==> config.mk <==
export PLATFORM = sky130hd
export DESIGN_NAME = dmem_arbiter
export DESIGN_NICKNAME = d
export VERILOG_FILES = /design/src/rtl/dmem_arbiter.sv
export SDC_FILE = /design/constraint.sdc
export NUM_CORES = 1
export LEC_CHECK = 0
export CORE_MARGIN = 5
export CORE_UTILIZATION = 41
export DETAILED_ROUTE_END_ITERATION = 7
export PLACE_DENSITY = 0.87
export SLEW_MARGIN = 40
export SYNTH_ARGS = -nofsm -noshare
export SYNTH_HDL_FRONTEND = slang
export SYNTH_SLANG_ARGS = --single-unit
==> constraint.sdc <==
create_clock -name clk -period 3.7 [get_ports clk]
set_input_delay 1.11 -clock clk [delete_from_list [all_inputs] [get_ports clk]]
set_output_delay 1.11 -clock clk [all_outputs]
set_load 0.02 [all_outputs]
==> src/rtl/dmem_arbiter.sv <==
// -----------------------------------------------------------------------------
// dmem_arbiter
//
// Shares a single-port data memory between the processor MEM stage (CPU port)
// and an external debug/loader port (EXT port). The CPU owns the memory by
// default and is passed straight through. An EXT request takes the memory for
// exactly one access, freezing the pipeline (cpu_enable low) for its duration.
// A starvation counter forces EXT in after MAX_WAIT cycles of CPU traffic.
//
// Ports:
//   clk, rst                  clock, synchronous active-high reset
//   run_en                    global run enable, gates cpu_enable
//   cpu_rd/wr/addr/wdata      CPU MEM-stage request
//   cpu_rdata                 read data back to the CPU (= mem_q)
//   cpu_enable                pipeline enable to the processor
//   ext_req/we/addr/wdata     EXT request (level, held until ext_gnt)
//   ext_gnt                   pulse: EXT access issued this cycle
//   ext_rvalid/ext_rdata      registered EXT read return
//   mem_addr/data/rden/wren   memory-side request
//   mem_q                     memory read data
// -----------------------------------------------------------------------------
module dmem_arbiter #(
   parameter int ADDR_W   = 8,
   parameter int DATA_W   = 32,
   parameter int MAX_WAIT = 4,
   parameter int READ_LAT = 1
) (
   input  logic              clk,
   input  logic              rst,
   input  logic              run_en,
   input  logic              cpu_rd,
   input  logic              cpu_wr,
   input  logic [ADDR_W-1:0] cpu_addr,
   input  logic [DATA_W-1:0] cpu_wdata,
   output logic [DATA_W-1:0] cpu_rdata,
   output logic              cpu_enable,
   input  logic              ext_req,
   input  logic              ext_we,
   input  logic [ADDR_W-1:0] ext_addr,
   input  logic [DATA_W-1:0] ext_wdata,
   output logic              ext_gnt,
   output logic              ext_rvalid,
   output logic [DATA_W-1:0] ext_rdata,
   output logic [ADDR_W-1:0] mem_addr,
   output logic [DATA_W-1:0] mem_data,
   output logic              mem_rden,
   output logic              mem_wren,
   input  logic [DATA_W-1:0] mem_q
);

   // wait_cnt only ever reaches MAX_WAIT-1; lat_cnt only READ_LAT-1.
   localparam int WC_W = (MAX_WAIT > 1) ? $clog2(MAX_WAIT) : 1;
   localparam int LC_W = (READ_LAT > 1) ? $clog2(READ_LAT) : 1;
   localparam logic [WC_W-1:0] WAIT_LAST = WC_W'(MAX_WAIT - 1);
   localparam logic [LC_W-1:0] LAT_LOAD  = LC_W'(READ_LAT - 1);

   typedef enum logic [1:0] {
      S_CPU    = 2'd0,
      S_EXT    = 2'd1,
      S_EXT_RD = 2'd2
   } state_t;

   state_t            state_q, state_d;
   logic [WC_W-1:0]   wait_cnt_q, wait_cnt_d;
   logic [LC_W-1:0]   lat_cnt_q, lat_cnt_d;
   logic              ext_rvalid_q, ext_rvalid_d;
   logic [DATA_W-1:0] ext_rdata_q, ext_rdata_d;
   logic              cap_we_q, cap_we_d;
   logic [ADDR_W-1:0] cap_addr_q, cap_addr_d;
   logic [DATA_W-1:0] cap_wdata_q, cap_wdata_d;
   logic              cpu_access;

   assign cpu_access = cpu_rd | cpu_wr;

   always_ff @(posedge clk) begin
      if (rst) begin
         state_q      <= S_CPU;
         wait_cnt_q   <= '0;
         lat_cnt_q    <= '0;
         ext_rvalid_q <= 1'b0;
         ext_rdata_q  <= '0;
         cap_we_q     <= 1'b0;
         cap_addr_q   <= '0;
         cap_wdata_q  <= '0;
      end else begin
         state_q      <= state_d;
         wait_cnt_q   <= wait_cnt_d;
         lat_cnt_q    <= lat_cnt_d;
         ext_rvalid_q <= ext_rvalid_d;
         ext_rdata_q  <= ext_rdata_d;
         cap_we_q     <= cap_we_d;
         cap_addr_q   <= cap_addr_d;
         cap_wdata_q  <= cap_wdata_d;
      end
   end

   always_comb begin
      state_d      = state_q;
      wait_cnt_d   = wait_cnt_q;
      lat_cnt_d    = lat_cnt_q;
      ext_rvalid_d = 1'b0;
      ext_rdata_d  = ext_rdata_q;
      cap_we_d     = cap_we_q;
      cap_addr_d   = cap_addr_q;
      cap_wdata_d  = cap_wdata_q;
      mem_addr     = cpu_addr;
      mem_data     = cpu_wdata;
      mem_rden     = 1'b0;
      mem_wren     = 1'b0;
      cpu_enable   = 1'b0;
      ext_gnt      = 1'b0;

      case (state_q)
         S_CPU: begin
            mem_rden   = cpu_rd;
            mem_wren   = cpu_wr;
            cpu_enable = run_en;
            if (ext_req) begin
               // The CPU access of this cycle still goes through; EXT is
               // captured here and issued on the next cycle.
               if (!cpu_access || (wait_cnt_q == WAIT_LAST)) begin
                  state_d     = S_EXT;
                  cap_we_d    = ext_we;
                  cap_addr_d  = ext_addr;
                  cap_wdata_d = ext_wdata;
                  wait_cnt_d  = '0;
               end else begin
                  wait_cnt_d = wait_cnt_q + WC_W'(1);
               end
            end else begin
               wait_cnt_d = '0;
            end
         end

         S_EXT: begin
            mem_addr = cap_addr_q;
            mem_data = cap_wdata_q;
            mem_wren = cap_we_q;
            mem_rden = !cap_we_q;
            ext_gnt  = 1'b1;
            if (cap_we_q) begin
               state_d = S_CPU;
            end else begin
               lat_cnt_d = LAT_LOAD;
               state_d   = S_EXT_RD;
            end
         end

         S_EXT_RD: begin
            // Keep the read asserted at the same address until data is due.
            mem_addr = cap_addr_q;
            mem_data = cap_wdata_q;
            mem_rden = 1'b1;
            if (lat_cnt_q == '0) begin
               ext_rdata_d  = mem_q;
               ext_rvalid_d = 1'b1;
               state_d      = S_CPU;
            end else begin
               lat_cnt_d = lat_cnt_q - LC_W'(1);
            end
         end

         default: state_d = S_CPU;
      endcase
   end

   assign cpu_rdata  = mem_q;
   assign ext_rvalid = ext_rvalid_q;
   assign ext_rdata  = ext_rdata_q;

endmodule

==> metrics.txt <==
# TYPE chip_impl_metric gauge
chip_impl_metric{name="ys_seq_area_frac",unit=""} 0.4107
chip_impl_metric{name="cts.hold.buffers_added",unit=""} 0
chip_impl_metric{name="ctsLongestPathBuffers",unit=""} 2
chip_impl_metric{name="grtUsageTotal",unit=""} 0.1856
chip_impl_metric{name="fin_worst_skew",unit="ns"} 0.01251
chip_impl_metric{name="final_antenna_net_count",unit=""} 0
chip_impl_metric{name="starting_utilization_of_the_core_area",unit=""} 0.4154
chip_impl_info{name="crit_type",value="primary input to output port"} 1
chip_impl_metric{name="synthesis.area_per_instance",unit="um^2"} 9.651
chip_impl_metric{name="post-synth-top-area-fraction",unit=""} 0.4107
chip_impl_info{name="grt_setup_unrepaired",value="false"} 1
chip_impl_info{name="timing.critical_path.from_type",value="primary input"} 1
chip_impl_metric{name="timing.reg2reg.setup_slack",unit="ns"} 1.75
chip_impl_metric{name="share_of_cells_above_drive_strength_1",unit=""} 0.1143
chip_impl_metric{name="regArea",unit="mm^2"} 0.001562
chip_impl_metric{name="die_width",unit="um"} 106.3
chip_impl_info{name="netlist.top_cell.by_area",value="sky130_fd_sc_hd__dfxtp_1"} 1
chip_impl_metric{name="core-area",unit="mm^2"} 0.009153
chip_impl_info{name="netlist_top_cells_area",value="sky130_fd_sc_hd__dfxtp_1 41%, sky130_fd_sc_hd__mux2i_1 19%, sky130_fd_sc_hd__mux2_2 12%"} 1
chip_impl_metric{name="cp_data_arrival_time",unit="ns"} 2.50
chip_impl_metric{name="layout_setup_ws",unit="ns"} 0.08612
chip_impl_metric{name="placed_cell_area",unit="mm^2"} 0.005878
chip_impl_metric{name="cts_buffers",unit=""} 9
chip_impl_metric{name="syn_area",unit="mm^2"} 0.003802
chip_impl_metric{name="finalHoldViolations",unit=""} 0
chip_impl_metric{name="pre_cts_ws",unit="ns"} 0.08835
chip_impl_metric{name="clkSinkCount",unit=""} 78
chip_impl_metric{name="io-pin-count",unit=""} 228
chip_impl_metric{name="setup-tns-final",unit="ns"} 0
chip_impl_metric{name="grt_start_max_net_pins",unit=""} 42
chip_impl_metric{name="detailedRoute.firstPassIterationCount",unit=""} 4
chip_impl_info{name="cts_root_buffer",value="sky130_fd_sc_hd__clkbuf_8"} 1
chip_impl_metric{name="maximum_fanout_along_the_worst_path",unit=""} 3
chip_impl_info{name="worstHoldEndpoint",value="cap_addr_q[4]$_SDFFE_PP0P_"} 1
chip_impl_metric{name="h-tree-depth",unit=""} 3
chip_impl_metric{name="post_cts_buffers",unit=""} 0
chip_impl_metric{name="relSlewSlack",unit=""} 0.5383
chip_impl_metric{name="drv_slew",unit=""} 0
chip_impl_metric{name="post_drt_wl_per_cell",unit="um"} 15.23
chip_impl_metric{name="drv_cap",unit=""} 0
chip_impl_metric{name="grt_pass1_wl",unit="um"} 16990
chip_impl_metric{name="antenna_cells",unit=""} 0
chip_impl_metric{name="clkTransAtPathRegs",unit="ns"} 0.07
chip_impl_info{name="synth-main-ff-cell",value="sky130_fd_sc_hd__dfxtp_1"} 1
chip_impl_metric{name="final.hold.worst_slack",unit="ns"} 0.4604
chip_impl_metric{name="netlist_instances",unit=""} 394
chip_impl_metric{name="fillers",unit=""} 712
chip_impl_metric{name="place.detailed.hpwl",unit="um"} 8340
chip_impl_info{name="worstHoldStart",value="cap_addr_q[4]$_SDFFE_PP0P_"} 1
chip_impl_metric{name="powerDensity",unit="mW/mm^2"} 475.0
chip_impl_metric{name="cp.required",unit="ns"} 2.59
chip_impl_info{name="synth_common_cells",value="83 x sky130_fd_sc_hd__nand2_1, 78 x sky130_fd_sc_hd__dfxtp_1, 73 x sky130_fd_sc_hd__mux2i_1, 40 x sky130_fd_sc_hd__mux2_2, 35 x sky130_fd_sc_hd__buf_4"} 1
chip_impl_metric{name="remaining_global_route_overflow",unit=""} 0
chip_impl_info{name="rr_endpoint",value="cap_wdata_q[6]$_SDFFE_PP0P_"} 1
chip_impl_metric{name="setup_violations",unit=""} 0
chip_impl_metric{name="synth-edff-count",unit=""} 0
chip_impl_metric{name="cts_repair_resize_count",unit=""} 0
chip_impl_metric{name="rr_worst_depth",unit=""} 6
chip_impl_metric{name="first_global_vias",unit=""} 3501
chip_impl_metric{name="hold_depth",unit=""} 2
chip_impl_info{name="run_status",value="completed"} 1
chip_impl_metric{name="synth_cell_types",unit=""} 29
chip_impl_metric{name="post-route-period-util",unit=""} 0.9767
chip_impl_info{name="yosysMostFrequentCell",value="sky130_fd_sc_hd__nand2_1"} 1
chip_impl_metric{name="timing.fmax",unit="MHz"} 276.7
chip_impl_metric{name="ys_ff_latch",unit=""} 78
chip_impl_metric{name="die_height",unit="um"} 106.3
chip_impl_info{name="worst_hold_path_type",value="register to register"} 1
chip_impl_metric{name="final.min_clock_period",unit="ns"} 3.614
chip_impl_metric{name="area_occupied_by_multi_input_gates",unit="mm^2"} 0.001838
chip_impl_metric{name="leakage",unit="uW"} 0.002237
chip_impl_metric{name="row_count",unit=""} 35
chip_impl_metric{name="antenna_found_initial",unit=""} 0
chip_impl_metric{name="drt-initial-drc-count",unit=""} 76
chip_impl_metric{name="vdd.ir_drop.worst",unit="V"} 0.0002808
chip_impl_metric{name="gp_congestion",unit=""} 0.7431
chip_impl_metric{name="measured_slew_at_the_worst_slew_check_pin",unit="ns"} 0.6926
chip_impl_info{name="cts_tree",value="yes"} 1
chip_impl_metric{name="synthArstFlopShare",unit=""} 0
chip_impl_metric{name="placement.io_buffers",unit=""} 227
chip_impl_metric{name="final_cell_count_no_fill",unit=""} 697
chip_impl_metric{name="die_area",unit="mm^2"} 0.01130
chip_impl_metric{name="area_delta_synth_final",unit="%"} 60.22
chip_impl_metric{name="synth_nets",unit=""} 519
chip_impl_info{name="timing.rr.start",value="state_q[1]$_SDFFE_PP0P_"} 1
chip_impl_info{name="timing.critical_path.to_type",value="output port"} 1
chip_impl_metric{name="wl",unit="um"} 10610
chip_impl_metric{name="clk_latency",unit="ns"} 0.34
chip_impl_metric{name="drcViolationCount",unit=""} 0
chip_impl_metric{name="routed-via-count",unit=""} 3328
chip_impl_metric{name="drt-vias-per-instance",unit=""} 4.775
chip_impl_metric{name="yosys_warnings",unit=""} 0
chip_impl_metric{name="place.detailed.instances",unit=""} 681
chip_impl_metric{name="fin_area",unit="mm^2"} 0.006092
chip_impl_metric{name="fin_nets",unit=""} 706
==> final cells by class <==
type | instances | share of cell area
inverter | 4 | 0.002465
timing repair buffer | 234 | 0.3816
multi-input combinational | 254 | 0.3017
tap | 111 | 0.02280
sequential | 78 | 0.2563
clock inverter | 6 | 0.01417
clock buffer | 10 | 0.02095
==> critical path, stage by stage <==
cell and delay [ns]:
sky130_fd_sc_hd__clkdlybuf4s50_1 0.45, sky130_fd_sc_hd__a221oi_1 0.32, sky130_fd_sc_hd__nor2_1 0.07, sky130_fd_sc_hd__clkdlybuf4s50_1 0.56
==> placed cells by master (no fill, tap or decap), types with 2 or more instances in the layout <==
cell type / count
sky130_fd_sc_hd__a21oi_1: 2
sky130_fd_sc_hd__buf_4: 7
sky130_fd_sc_hd__bufinv_16: 2
sky130_fd_sc_hd__clkbuf_8: 9
sky130_fd_sc_hd__clkdlybuf4s50_1: 227
sky130_fd_sc_hd__clkinv_2: 2
sky130_fd_sc_hd__dfxtp_1: 78
sky130_fd_sc_hd__ha_1: 5
sky130_fd_sc_hd__inv_1: 3
sky130_fd_sc_hd__mux2_2: 40
sky130_fd_sc_hd__mux2i_1: 73
sky130_fd_sc_hd__nand2_1: 83
sky130_fd_sc_hd__nand2b_1: 2
sky130_fd_sc_hd__nor2_1: 33
==> cells by family (layout without fill, tap and decap cells) <==
family / Yosys count / in the layout / share of synthesized area
DFF: 78 / 78 / 0.4107
buffers and inverters: 62 / 254 / 0.1066
adders and majority gates: 6 / 6 / 0.01974
AOI/OAI and AO/OA: 10 / 10 / 0.02073
and+or+nand+nor: 125 / 125 / 0.1316
muxes: 113 / 113 / 0.3106
==> power by group <==
part           leakage [uW]  internal, uW  switching (uW)
sequential         0.000632           897            32.7
combinational       0.00150           687             593
clock              0.000106           379             305
==> flip-flops by register name (all words and copies together) (netlist names) <==
name,flops
cap_addr_q,8
cap_wdata_q,32
cap_we_q,1
ext_rdata,32
ext_rvalid,1
state_q,2
wait_cnt_q,2
==> per-layer routing <==
metal	vias to the layer above	GRT usage	routed length [um]
met5	-	0	0
met4	0	0.05643	131
met3	11	0.07590	1173
met2	168	0.3154	5030
met1	1505	0.2127	4278
li1	1644	-	-
==> through the flow <==
stage                 util  power, uW
detailed placement  0.6422       2238
floorplan                -       1701
CTS                 0.6656       2931
global route        0.6656       3049
global placement    0.6422       2211
finish              0.6656       2894
==> how the worst max path moves through the flow <==
| stage | startpoint | to | slack (ns) | depth (start not counted) |
|---|---|---|---|---|
| 6_report | cpu_rd | mem_rden | 0.09 | 4 |
| 5_1_grt | cpu_rd | mem_rden | 0.03 | 4 |
| 4_1_cts | cpu_rd | mem_rden | 0.07 | 4 |
| 3_5_place_dp | cpu_rd | mem_rden | 0.09 | 4 |
| 3_3_place_gp | cpu_rd | mem_rden | 0.1 | 4 |
| 2_1_floorplan | cpu_rd | mem_rden | 1.07 | 2 |
Note: power is estimated with default switching activity, not from simulation.
